### src/rtl/ingress_1r2wg_pkg.sv
// Shared types for the 1R2W-generic request ingress stage: FSM states and
// the request records held in the ingress FIFOs.
package ingress_1r2wg_pkg;

   localparam int unsigned DEF_WIDTH   = 32;
   localparam int unsigned DEF_BITADDR = 13;
   localparam int unsigned DEF_BITTAG  = 4;

   typedef enum logic [1:0] {
      INIT,
      RUN,
      HOLD
   } state_t;

   typedef struct packed {
      logic [DEF_BITADDR-1:0] adr;
      logic [DEF_BITTAG-1:0]  tag;
   } rd_req_t;

   typedef struct packed {
      logic [DEF_BITADDR-1:0] adr;
      logic [DEF_WIDTH-1:0]   din;
   } wr_req_t;

endpackage

### src/rtl/fifo_1r2wg_req.sv
// Show-ahead synchronous FIFO; wrap-bit pointers distinguish full from empty.
module fifo_1r2wg_req #(
   parameter int unsigned WIDTH  = 8,
   parameter int unsigned DEPTH  = 4,
   parameter int unsigned BITDEP = 2
) (
   input  logic             clk,
   input  logic             rst,
   input  logic             push,
   input  logic [WIDTH-1:0] din,
   input  logic             pop,
   output logic [WIDTH-1:0] dout,
   output logic             full,
   output logic             empty
);

   logic [WIDTH-1:0] mem [DEPTH];
   logic [BITDEP:0]  wptr;
   logic [BITDEP:0]  rptr;

   always_ff @(posedge clk or negedge rst) begin
      if (!rst) begin
         wptr <= '0;
         rptr <= '0;
      end else begin
         if (push) wptr <= wptr + 1'b1;
         if (pop)  rptr <= rptr + 1'b1;
      end
   end

   always_ff @(posedge clk) begin
      if (push) mem[wptr[BITDEP-1:0]] <= din;
   end

   assign dout  = mem[rptr[BITDEP-1:0]];
   assign empty = (wptr == rptr);
   assign full  = (wptr[BITDEP] != rptr[BITDEP]) &&
                  (wptr[BITDEP-1:0] == rptr[BITDEP-1:0]);

endmodule

### src/rtl/ingress_1r2wg_req_q.sv
// Request ingress for the 1R2W-generic core: queues reads/writes, issues them
// while the core is ready, and pairs returning read data with issued tags.
module ingress_1r2wg_req_q
   import ingress_1r2wg_pkg::*;
#(
   parameter int unsigned WIDTH   = DEF_WIDTH,
   parameter int unsigned BITADDR = DEF_BITADDR,
   parameter int unsigned NUMWRPT = 2,
   parameter int unsigned FIFODEP = 4,
   parameter int unsigned BITFIFO = 2,
   parameter int unsigned BITTAG  = DEF_BITTAG,
   parameter int unsigned TAGDEP  = 8,
   parameter int unsigned BITTAGD = 3
) (
   input  logic                       clk,
   input  logic                       rst,
   input  logic                       rq_vld,
   output logic                       rq_rdy,
   input  logic [BITADDR-1:0]         rq_adr,
   input  logic [BITTAG-1:0]          rq_tag,
   input  logic [NUMWRPT-1:0]         wq_vld,
   output logic [NUMWRPT-1:0]         wq_rdy,
   input  logic [NUMWRPT*BITADDR-1:0] wq_adr,
   input  logic [NUMWRPT*WIDTH-1:0]   wq_din,
   output logic                       read,
   output logic [BITADDR-1:0]         rd_adr,
   output logic [NUMWRPT-1:0]         write,
   output logic [NUMWRPT*BITADDR-1:0] wr_adr,
   output logic [NUMWRPT*WIDTH-1:0]   din,
   input  logic                       ready,
   input  logic                       rd_vld,
   input  logic [WIDTH-1:0]           rd_dout,
   input  logic                       rd_serr,
   input  logic                       rd_derr,
   output logic                       rs_vld,
   output logic [BITTAG-1:0]          rs_tag,
   output logic [WIDTH-1:0]           rs_dout,
   output logic [1:0]                 rs_err,
   output logic                       err_unexp
);

   state_t              state;
   state_t              state_nxt;
   logic                live;
   logic                run;

   rd_req_t             rq_in;
   rd_req_t             rq_head;
   logic                rq_full;
   logic                rq_empty;
   logic                rq_push;
   logic                rd_go;

   wr_req_t             wq_in   [NUMWRPT];
   wr_req_t             wq_head [NUMWRPT];
   logic [NUMWRPT-1:0]  wq_full;
   logic [NUMWRPT-1:0]  wq_empty;
   logic [NUMWRPT-1:0]  wq_push;
   logic [NUMWRPT-1:0]  wr_go;

   logic [BITTAG-1:0]   tag_head;
   logic                tag_full;
   logic                tag_empty;
   logic                tag_pop;

   // Holds rdy low until the first clock edge after reset release.
   always_ff @(posedge clk or negedge rst) begin
      if (!rst) live <= 1'b0;
      else      live <= 1'b1;
   end

   assign rq_rdy  = live & ~rq_full;
   assign rq_push = rq_vld & rq_rdy;
   assign rq_in   = '{adr: rq_adr, tag: rq_tag};

   fifo_1r2wg_req #(
      .WIDTH ($bits(rd_req_t)),
      .DEPTH (FIFODEP),
      .BITDEP(BITFIFO)
   ) u_rd_q (
      .clk  (clk),
      .rst  (rst),
      .push (rq_push),
      .din  (rq_in),
      .pop  (rd_go),
      .dout (rq_head),
      .full (rq_full),
      .empty(rq_empty)
   );

   for (genvar g = 0; g < NUMWRPT; g++) begin : g_wq
      assign wq_in[g]   = '{adr: wq_adr[g*BITADDR +: BITADDR], din: wq_din[g*WIDTH +: WIDTH]};
      assign wq_rdy[g]  = live & ~wq_full[g];
      assign wq_push[g] = wq_vld[g] & wq_rdy[g];

      fifo_1r2wg_req #(
         .WIDTH ($bits(wr_req_t)),
         .DEPTH (FIFODEP),
         .BITDEP(BITFIFO)
      ) u_wr_q (
         .clk  (clk),
         .rst  (rst),
         .push (wq_push[g]),
         .din  (wq_in[g]),
         .pop  (wr_go[g]),
         .dout (wq_head[g]),
         .full (wq_full[g]),
         .empty(wq_empty[g])
      );
   end

   fifo_1r2wg_req #(
      .WIDTH (BITTAG),
      .DEPTH (TAGDEP),
      .BITDEP(BITTAGD)
   ) u_tag_q (
      .clk  (clk),
      .rst  (rst),
      .push (rd_go),
      .din  (rq_head.tag),
      .pop  (tag_pop),
      .dout (tag_head),
      .full (tag_full),
      .empty(tag_empty)
   );

   always_ff @(posedge clk or negedge rst) begin
      if (!rst) state <= INIT;
      else      state <= state_nxt;
   end

   always_comb begin
      state_nxt = state;
      case (state)
         INIT:    if (ready)  state_nxt = RUN;
         RUN:     if (!ready) state_nxt = HOLD;
         HOLD:    if (ready)  state_nxt = RUN;
         default: state_nxt = INIT;
      endcase
   end

   // Port 1 defers to port 0 on an address clash so its value lands last.
   always_comb begin
      run      = (state == RUN) && ready;
      rd_go    = run && !rq_empty && !tag_full;
      wr_go[0] = run && !wq_empty[0];
      wr_go[1] = run && !wq_empty[1] &&
                 !(!wq_empty[0] && (wq_head[0].adr == wq_head[1].adr));
      tag_pop  = rd_vld && !tag_empty;
   end

   always_ff @(posedge clk or negedge rst) begin
      if (!rst) begin
         read   <= 1'b0;
         rd_adr <= '0;
         write  <= '0;
         wr_adr <= '0;
         din    <= '0;
      end else begin
         read  <= rd_go;
         write <= wr_go;
         if (rd_go) rd_adr <= rq_head.adr;
         for (int unsigned i = 0; i < NUMWRPT; i++) begin
            if (wr_go[i]) begin
               wr_adr[i*BITADDR +: BITADDR] <= wq_head[i].adr;
               din[i*WIDTH +: WIDTH]        <= wq_head[i].din;
            end
         end
      end
   end

   always_ff @(posedge clk or negedge rst) begin
      if (!rst) begin
         rs_vld    <= 1'b0;
         rs_tag    <= '0;
         rs_dout   <= '0;
         rs_err    <= '0;
         err_unexp <= 1'b0;
      end else begin
         rs_vld    <= tag_pop;
         err_unexp <= rd_vld && tag_empty;
         if (tag_pop) begin
            rs_tag  <= tag_head;
            rs_dout <= rd_dout;
            rs_err  <= {rd_derr, rd_serr};
         end
      end
   end

endmodule

### config.mk
export PLATFORM = sky130hd
export DESIGN_NAME = ingress_1r2wg_req_q
export DESIGN_NICKNAME = d
export VERILOG_FILES = /design/src/rtl/ingress_1r2wg_pkg.sv /design/src/rtl/fifo_1r2wg_req.sv /design/src/rtl/ingress_1r2wg_req_q.sv
export SDC_FILE = /design/constraint.sdc
export NUM_CORES = 1
export LEC_CHECK = 0
export ABC_AREA = 1
export CAP_MARGIN = 40
export CORE_AREA = 2 2 252 254
export DETAILED_ROUTE_END_ITERATION = 10
export DIE_AREA = 0 0 254 256
export GPL_TIMING_DRIVEN = 1
export SYNTH_ARGS = -nofsm -noshare
export SYNTH_HDL_FRONTEND = slang
export SYNTH_SLANG_ARGS = --single-unit
### constraint.sdc
create_clock -name clk -period 3.29 [get_ports clk]
set_input_delay 0.658 -clock clk [delete_from_list [all_inputs] [get_ports clk]]
set_output_delay 0.658 -clock clk [all_outputs]
set_load 0.02 [all_outputs]
# Word level (Yosys, flattened, before mapping)
# Memory sizes are Yosys's and may differ from the RTL's. A register that Yosys moved wholly into a read port is not among the register bits.
# Index checks and enable logic that the tools add are counted.
[op_classes]
order_cmp = 0
shift = 0
mux = 11
add_sub_neg = 8
bitwise = 9
eq_ne = 17
reduce_logical = 23
n_mul = 0
div_mod_pow = 0
[ops]
columns = ["op", "count"]
rows = [
  ["3-bit by 1-bit adder with 3-bit output, second input constant", 6],
  ["13-bit == test", 1],
  ["1-bit logical AND", 13],
  ["3-bit == test", 4],
  ["4-bit by 1-bit adder with 4-bit output, second input constant", 2],
  ["1-bit two-way mux", 8],
  ["1-bit zero test", 7],
  ["1-bit bitwise AND", 6],
  ["2-bit == test", 3],
  ["4-bit == test", 1],
  ["2-bit two-way mux", 2],
  ["1-bit != test", 4],
  ["2-bit one-hot mux with 2 select lines", 1],
  ["1-bit NOT", 3],
  ["2-bit by 1-bit == test with 1-bit output, second input constant", 1],
  ["2-bit == test, second input constant", 1],
  ["2-bit zero test", 1],
  ["2-bit by 1-bit != test with 1-bit output, second input constant", 1],
  ["2-bit != test, second input constant", 1],
  ["2-bit AND reduction", 1],
  ["2-bit OR reduction", 1],
]
[word_totals]
memories = 4
ramBits = 460
rom_bits = 0
latchBits = 0
inputBits = 148
reg_bits = 171
[memory_table]
columns = ["name", "depth", "word_bits", "rd", "rd_ports_with_merged_regs", "wr", "line", "rtl"]
rows = [
  ["g_wq[0].u_wr_q.mem", 4, 45, 1, 0, 1, "fifo_1r2wg_req.sv:17", "logic [WIDTH-1:0] mem [DEPTH];"],
  ["g_wq[1].u_wr_q.mem", 4, 45, 1, 0, 1, "fifo_1r2wg_req.sv:17", ""],
  ["u_rd_q.mem", 4, 17, 1, 0, 1, "fifo_1r2wg_req.sv:17", ""],
  ["u_tag_q.mem", 8, 4, 1, 1, 1, "fifo_1r2wg_req.sv:17", ""],
]

# Longest topological paths before layout
# Gate-level depths: netlist (run 1).
[logic_depth]
ltp_word = 7
depth_mapped = 17
depth_no_buf = 14

# Hierarchy
# Synthesis (run 1) repeated with hierarchy kept, for this count alone.
[hier_totals]
hier_cells = 2303
hier_area_um2 = 26311.5
[modules_own_cells]
columns = ["mod", "area_per_inst_um2", "cells_each", "n_inst", "seq_area_each_um2"]
rows = [
  ["fifo_1r2wg_req (g_wq[0].u_wr_q)", 7792.5, 611, 1, 5555.3],
  ["fifo_1r2wg_req (g_wq[1].u_wr_q)", 7619.8, 567, 1, 5555.3],
  ["ingress_1r2wg_req_q", 5987.0, 693, 1, 3728.6],
  ["fifo_1r2wg_req (u_rd_q)", 3069.2, 240, 1, 2192.1],
  ["fifo_1r2wg_req (u_tag_q)", 1843.0, 192, 1, 1161.1],
]

# Worst setup path after synthesis (run 1)
# OpenSTA, ideal clock, no wires.
[synth_path]
path_type = "register to register"
startpoint = "reg g_wq[1].u_wr_q.rptr[1]"
endpoint = "mem g_wq[1].u_wr_q.mem[3][0] (netlist bit), enable pin"
path_stages_with_launch = 9
path_buffers = 2
arrival_time_ns = 3.301
setup_time_ns = 0.450
slack_ns = -0.462
required_time_ns = 2.840
path_cell_list = "dfrtp_1 -> buf_2 -> buf_2 -> xnor2_1 -> nand3_1 -> nand2_1 -> inv_1 -> nand2_1 -> nor2_1"
[synth_via]
elab_chain_cells = 7
[synth_rtl]
columns = ["item", "line", "rtl"]
rows = [
  ["from (decl)", "fifo_1r2wg_req.sv:19", "logic [BITDEP:0] rptr;"],
  ["from (signal assigned)", "fifo_1r2wg_req.sv:27", "if (pop) rptr <= rptr + 1'b1;"],
  ["2-bit == test", "fifo_1r2wg_req.sv:38", "(wptr[BITDEP-1:0] == rptr[BITDEP-1:0]);"],
  ["1-bit logical AND", "fifo_1r2wg_req.sv:37", "assign full = (wptr[BITDEP] != rptr[BITDEP]) &&"],
  ["1-bit NOT", "ingress_1r2wg_req_q.sv:93", "assign wq_rdy[g] = live & ~wq_full[g];"],
  ["1-bit bitwise AND", "ingress_1r2wg_req_q.sv:93", ""],
  ["net wq_rdy[1]", "ingress_1r2wg_req_q.sv:22", "output logic [NUMWRPT-1:0] wq_rdy,"],
  ["1-bit bitwise AND", "ingress_1r2wg_req_q.sv:94", "assign wq_push[g] = wq_vld[g] & wq_rdy[g];"],
  ["1-bit two-way mux", "fifo_1r2wg_req.sv:32", "if (push) mem[wptr[BITDEP-1:0]] <= din;"],
  ["1-bit two-way mux (not written as such)", "fifo_1r2wg_req.sv:32", ""],
  ["to (decl)", "fifo_1r2wg_req.sv:17", ""],
]
# The timed path passes the listed nets, and every way through them passes these cells.

# Worst setup path in the final report (run 1)
[layout_path]
startpoint = "reg g_wq[1].u_wr_q.rptr[0]"
endpoint = "out wq_rdy[1]"
[layout_via]
elab_chain_cells = 4
[layout_rtl]
columns = ["item", "line"]
rows = [
  ["2-bit == test", "fifo_1r2wg_req.sv:38"],
  ["1-bit logical AND", "fifo_1r2wg_req.sv:37"],
  ["1-bit NOT", "ingress_1r2wg_req_q.sv:93"],
  ["1-bit bitwise AND", "ingress_1r2wg_req_q.sv:93"],
  ["to (decl)", "ingress_1r2wg_req_q.sv:22"],
]
# No other way between the ends.

==> results.sh, run 1 <==
export IMPL_outcome="finished clean"
export IMPL_overflow=0
export IMPL_crit_start="g_wq[1].u_wr_q.rptr[0]$_DFFE_PN0P_"
export IMPL_grt_pass1_vias=16310
export IMPL_grt_max_degree=77
export IMPL_finalCritPeriodShare_pct=94.95
export IMPL_drcViolationCount=0
export IMPL_num_fill_cells=5455
export IMPL_drive_above_1_share_pct=7.537
export IMPL_ys_warn_count=0
export IMPL_synth_distinct_cells=28
export IMPL_worst_pin_slew_ps=856.9
export IMPL_cts_buffers_inserted=69
export IMPL_die_area_mm2=0.06502
export IMPL_grt_usage_pct=18.39
export IMPL_ctsHtreeMaxLevel=3
export IMPL_design_area_mm2=0.03116
export IMPL_die_h_um=256
export IMPL_crit_fanout=39
export IMPL_ir_drop_mv=0.5287
export IMPL_die_w_um=254
export IMPL_clk_latency_ps=610
export IMPL_ctsLongestPathBuffers=3
export IMPL_cpMaxStageDelayCell="clkdlybuf4s50_1"
export IMPL_fin_crit_ps=3124
export IMPL_critPathKind="reg -> out"
export IMPL_ant_nets=0
export IMPL_fp_row_count=92
export IMPL_synth_seq_cells=635
export IMPL_worstPathArrival_ps=2470
export IMPL_areaGrowthSynthToFinish_pct=25.83
export IMPL_post_drt_wl_per_cell_um=17.98
export IMPL_cp_start_kind="register"
export IMPL_fin_cells=3329
export IMPL_endpoint="wq_rdy[1]"
export IMPL_synth_top_cell_area_share_pct=55.77
export IMPL_leakage_nw=12.11
export IMPL_timing_rr_end="din[49]$_DFFE_PN0P_"
export IMPL_via_per_inst=4.925
export IMPL_fmax_mhz=320.1
export IMPL_r2r_start="g_wq[1].u_wr_q.rptr[0]$_DFFE_PN0P_"
export IMPL_start_util_pct=39.70
export IMPL_yosysSeqAreaShare_pct=73.46
export IMPL_wl_mm=59.85
export IMPL_dp_cells=3199
export IMPL_slowest_delay_ps=690
export IMPL_clkTransAtPathRegs_ps=60
export IMPL_cap_violations=0
export IMPL_place_area_mm2=0.02890
export IMPL_ff2ff_setup_slack_ps=600
export IMPL_cts_sinks=635
export IMPL_dp_hpwl_mm=36.91
export IMPL_end_kind="primary output"
export IMPL_r2r_cells=14
export IMPL_async_reset_ff_share_pct=27.56
export IMPL_drv_slew=0
export IMPL_drt_iter0_markers=911
export IMPL_first_pass_iters=5
export IMPL_power_density_mw_per_mm2=907.5
export IMPL_routed_via_count=16400
export IMPL_clock_root_buffer="clkbuf_16"
export IMPL_finalClockSkew_ps=27.99
export IMPL_cts_hold_buf=0
export IMPL_hold_class="in -> async"
export IMPL_synth_nets=2281
export IMPL_path_cells="buf_4 > xnor2_1 > nand3_1 > nand2_1 > inv_1 > clkdlybuf4s50_1"
export IMPL_ios=297
export IMPL_netlist_instances=2116
export IMPL_ys_flop_type="edfxtp_1"
export IMPL_core_area_mm2=0.06239
export IMPL_tns_ps=0
export IMPL_io_buffers=296
export IMPL_final_common_cell="nand2_1"
export IMPL_cts_tree="done"
export IMPL_syn_avg_cell_area_um2=11.70
export IMPL_synth_area_mm2=0.02477
export IMPL_synth_edf_count=460
export IMPL_cp_required_ps=2630
export IMPL_final_nets=2589
export IMPL_hold_viol_final=0
export IMPL_antenna_found_initial=6
export IMPL_relSlewSlack_pct=42.87
export IMPL_final_setup_viol_count=0
export IMPL_grt_setup_unrepaired="false"
export IMPL_final_cell_mix="nand2_1 (541), edfxtp_1 (460), nor2_1 (301)"
export IMPL_yosys_top_cells_area="edfxtp_1 (56%), dfrtp_1 (18%), nand2_1 (8.2%)"
export IMPL_grt_pass1_wl_mm=92.18
export IMPL_netlist_top_cell_by_area="edfxtp_1"
export IMPL_gp_congestion=0.7874
==> worst max-delay path, delay by kind of cell (launching register included) <==
family	cells	cell delay, ps
buf+inv	3	1170
flops	1	360
simple gates	2	170
xor+xnor	1	170
==> layout make-up <==
class	count	area [um2]	area share (%)
tap	846	1059	3.397
sequential	635	18200	58.40
multi-input combinational	1307	5912	18.97
clock inverter	36	274.0	0.8793
antenna	2	5.005	0.01606
clock buffer	92	1977	6.344
inverter	62	232.7	0.7468
timing repair buffer	349	3506	11.25
==> sequential cells by signal, indices dropped and copies added, names as in the netlist, 2 cells and up <==
signal	cells
u_tag_q.rptr	4
u_tag_q.mem	32
rd_adr	13
u_rd_q.mem	68
u_tag_q.wptr	4
write	2
state	2
u_rd_q.wptr	3
rs_tag	4
u_rd_q.rptr	3
rs_err	2
g_wq.u_wr_q.rptr	6
wr_adr	26
g_wq.u_wr_q.mem	360
g_wq.u_wr_q.wptr	6
rs_dout	32
din	64
==> cells by family after synthesis <==
logic type | synth area share (%)
other | 0.01514
multiplexers | 0.1364
AO/OA/AOI/OAI | 6.376
adder cells (fa/ha/maj) | 0.8588
AND/OR/NAND/NOR | 15.23
flip-flops | 73.46
XOR/XNOR | 0.9902
buffers and inverters | 2.935
==> synth_stat cells (2+ instances only) <==
cell / count
a31oi_1: 32
nor2_1: 309
xnor2_1: 10
a21oi_1: 5
buf_1: 10
edfxtp_1: 460
buf_2: 26
nand3_1: 110
inv_1: 57
dfrtp_1: 175
inv_2: 4
o21ai_0: 197
buf_4: 7
nand2_1: 543
clkbuf_1: 67
xor2_1: 18
ha_1: 17
mux2_2: 3
buf_6: 2
nor3_1: 2
o22ai_1: 55
==> worst min path at each step <==
stage                              startpoint                     to  slack, ps
after detailed placement  din[55]$_DFFE_PN0P_    din[55]$_DFFE_PN0P_        460
after global placement    din[58]$_DFFE_PN0P_    din[58]$_DFFE_PN0P_        450
after global routing                      rst  rd_adr[4]$_DFFE_PN0P_        160
after floorplan                           rst     din[0]$_DFFE_PN0P_        360
after CTS                                 rst  rd_adr[4]$_DFFE_PN0P_        130
final                                     rst  rd_adr[4]$_DFFE_PN0P_        130
==> where the power goes <==
part           internal, mW  leakage [nW]  switching (mW)
Clock                  4.47          1.12            3.06
Sequential             10.3          6.28           0.875
Combinational          3.52          4.70            6.01
==> per-layer routing <==
layer | wire length (um) | global-route usage [%] | up-vias
li1 | - | - | 7895
met1 | 24260 | 22.29 | 7940
met2 | 30300 | 32.29 | 463
met3 | 3963 | 4.220 | 90
met4 | 1265 | 5.882 | 8
met5 | 57 | 0 | -
==> timing repair <==
action                     4_1_cts  5_1_grt
setup endpoints to repair        1        0
resized for setup                1        0
setup buffers                    0        0
hold endpoints to repair         0        0
==> per-stage QoR <==
step	setup WS, ps	util (%)	power (mW)	hold slack [ps]
3_3_place_gp	490.6	46.30	20.76	453.0
6_report	166.2	49.95	28.28	126.2
3_5_place_dp	393.5	46.33	21.00	458.0
5_1_grt	18.52	49.95	30.04	165.0
4_1_cts	117.6	49.94	28.65	129.9
2_1_floorplan	-419.7	-	16.94	362.4
No activity file was read; power rests on OpenSTA's default activity.
==> run 2: changes to the inputs <==
--- a/config.mk
+++ b/config.mk
@@ -7,10 +7,13 @@
 export LEC_CHECK = 0
 export ABC_AREA = 1
 export CAP_MARGIN = 40
-export CORE_AREA = 2 2 252 254
+export CELL_PAD_IN_SITES_DETAIL_PLACEMENT = 1
+export CELL_PAD_IN_SITES_GLOBAL_PLACEMENT = 2
+export CORE_AREA = 2 2 273 275
 export DETAILED_ROUTE_END_ITERATION = 10
-export DIE_AREA = 0 0 254 256
+export DIE_AREA = 0 0 275 277
 export GPL_TIMING_DRIVEN = 1
+export PLACE_DENSITY_LB_ADDON = 0.1
 export SYNTH_ARGS = -nofsm -noshare
 export SYNTH_HDL_FRONTEND = slang
 export SYNTH_SLANG_ARGS = --single-unit
==> run 2 against run 1 <==
  * Combinational power is 2.7% higher
  * Worst setup slack better by 34 ps
  * Clock skew is 13 ps lower
  * Critical path depth stayed put
  * Sequential power hardly changed
  * Total power is 3.3% higher
  * Global-route usage is 0.36 points higher
  * Register-to-register slack better by 30 ps
  * Critical path type unchanged
  * Largest cell class unchanged
  * Largest power group unchanged
  * Highest routed layer unchanged
==> results.sh, run 2 (synthesis gave the netlist of run 1 again) <==
export IMPL_fin_crit_ps=3090
export IMPL_die_w_um=275
export IMPL_ios=297
export IMPL_cp_num_buf_inv=3
export IMPL_drcViolationCount=0
export IMPL_post_drt_wl_per_cell_um=20.41
export IMPL_cts_sinks=635
export IMPL_die_h_um=277
export IMPL_ant_nets=0
export IMPL_clkTransAtPathRegs_ps=60
export IMPL_grt_max_degree=69
export IMPL_cpMaxStageDelayCell="clkdlybuf4s50_1"
export IMPL_timing_rr_end="din[48]$_DFFE_PN0P_"
export IMPL_final_common_cell="nand2_1"
export IMPL_first_pass_iters=4
export IMPL_pwr_share_comb_pct=33.5
export IMPL_r2r_start="g_wq[0].u_wr_q.rptr[1]$_DFFE_PN0P_"
export IMPL_worstPathArrival_ps=2430
export IMPL_drv_slew=0
export IMPL_clock_power_share_pct=27.9
export IMPL_worst_pin_slew_ps=866.2
export IMPL_final_setup_viol_count=0
export IMPL_fin_cells=3470
export IMPL_p_int_mw=18.72
export IMPL_grt_pass1_wl_mm=108.6
export IMPL_clk_latency_ps=610
export IMPL_pre_cts_ws_ps=335.5
export IMPL_via_per_inst=4.821
export IMPL_cts_setup_buffers=0
export IMPL_crit_fanout=51
export IMPL_path_cells="buf_6 > xnor2_1 > nand3_1 > nand2_1 > inv_1 > clkdlybuf4s50_1"
export IMPL_leakage_nw=12.19
export IMPL_ctsLongestPathBuffers=3
export IMPL_relSlewSlack_pct=42.25
export IMPL_hold_viol_final=0
export IMPL_cts_buffers_inserted=74
export IMPL_routed_via_count=16730
export IMPL_slowest_delay_ps=690
export IMPL_place_area_mm2=0.02904
export IMPL_antenna_found_initial=10
export IMPL_grt_pass1_vias=17740
export IMPL_cts_hold_buf=0
export IMPL_hold_ws_ps=22.09
export IMPL_ff2ff_setup_slack_ps=630
export IMPL_power_frac_seq_pct=38.6
export IMPL_areaGrowthSynthToFinish_pct=27.13
export IMPL_overflow=0
export IMPL_finalCritPeriodShare_pct=93.91
export IMPL_design_area_mm2=0.03149
export IMPL_io_buffers=296
export IMPL_end_kind="primary output"
export IMPL_postLayoutSetupSlackWorst_ps=200.3
export IMPL_wl_mm=70.84
export IMPL_critPathKind="reg -> out"
export IMPL_finalClockSkew_ps=15.27
export IMPL_grt_setup_unrepaired="false"
export IMPL_ir_drop_mv=0.5084
export IMPL_outcome="finished clean"
export IMPL_cts_tree="done"
export IMPL_path_delay_family="buffers and inverters"
export IMPL_r2r_cells=12
export IMPL_dp_cells=3326
export IMPL_p_sw_share_pct=35.90
export IMPL_cp_start_kind="register"
export IMPL_core_area_mm2=0.07357
export IMPL_num_fill_cells=7781
export IMPL_p_switching_mw=10.49
export IMPL_power_density_mw_per_mm2=927.6
export IMPL_drive_above_1_share_pct=7.698
export IMPL_dp_hpwl_mm=44.80
export IMPL_fp_row_count=100
export IMPL_grt_usage_pct=18.74
export IMPL_clock_root_buffer="clkbuf_16"
export IMPL_final_cell_mix="nand2_1 (541), edfxtp_1 (460), nor2_1 (301)"
export IMPL_largest_reg_flops=360
export IMPL_start_util_pct=33.66
export IMPL_die_area_mm2=0.07618
export IMPL_gp_congestion=0.7713
export IMPL_cp_required_ps=2630
export IMPL_final_nets=2598
export IMPL_drt_iter0_markers=821
export IMPL_cap_violations=0
export IMPL_ctsHtreeMaxLevel=3
export IMPL_hold_class="in -> async"
export IMPL_power_mw=29.21
export IMPL_fmax_mhz=323.7
run 2: worst max-delay path by stage:
| stage | from | to | slack, ps | depth (start not counted) |
|---|---|---|---|---|
| detailed placement | ready | u_tag_q.mem[6][2]$_DFFE_PP_ | 340 | 8 |
| global route | g_wq[1].u_wr_q.rptr[0]$_DFFE_PN0P_ | wq_rdy[1] | 60 | 6 |
| finish | g_wq[1].u_wr_q.rptr[0]$_DFFE_PN0P_ | wq_rdy[1] | 200 | 6 |
| global placement | ready | din[55]$_DFFE_PN0P_ | 390 | 10 |
| CTS | g_wq[1].u_wr_q.rptr[0]$_DFFE_PN0P_ | wq_rdy[1] | 110 | 6 |
| floorplan | g_wq[1].u_wr_q.rptr[1]$_DFFE_PN0P_ | g_wq[1].u_wr_q.mem[0][0]$_DFFE_PP_ | -420 | 8 |
run 2: per-layer routing:
layer	vias up	track usage [%]	wire, um
met5	-	0	54
met4	8	5.780	1399
met3	97	3.668	3079
met2	287	31.55	35020
met1	8439	24.32	31290
li1	7897	-	-
run 2: area by class of cell:
type	instances	area, um2	share of cell area, %
clock buffer	103	2102	6.676
tap	969	1212	3.851
timing repair buffer	353	3486	11.07
multi-input combinational	1307	5912	18.78
inverter	62	232.7	0.7391
sequential	635	18200	57.80
antenna	7	17.52	0.05563
clock inverter	34	324.1	1.029
run 2: stage by stage:
step / utilization (%) / TNS (ps)
floorplan: - / -56670
global placement: 39.47 / 0
detailed placement: 39.47 / 0
CTS: 42.77 / 0
global route: 42.79 / 0
finish: 42.80 / 0
run 2: worst reg2reg max path, cell delays in order, from the launching register on:
cell,delay [ps]
dfrtp_2,390
buf_4,590
nand3_1,280
nand2_1,180
nand2_1,70
nand2_1,60
nor2_1,40
nand2_1,60
nor2_1,40
nand2_2,60
buf_4,500
nand3_1,220
nand2_1,110
run 2: power groups by stage:
| stage | Combinational [mW] | Sequential (mW) | Clock, mW |
|---|---|---|---|
| floorplan | 4.86 | 12.1 | 0 |
| global placement | 9.86 | 11.4 | 0 |
| detailed placement | 10.0 | 11.5 | 0 |
| CTS | 10.1 | 11.3 | 8.42 |
| global route | 11.0 | 11.5 | 8.74 |
| finish | 9.79 | 11.3 | 8.14 |
run 2: timing repair:
item | CTS | global route
setup endpoints to repair | 1 | 0
endpoints found under the hold margin | 0 | 0
resized for setup | 1 | 0
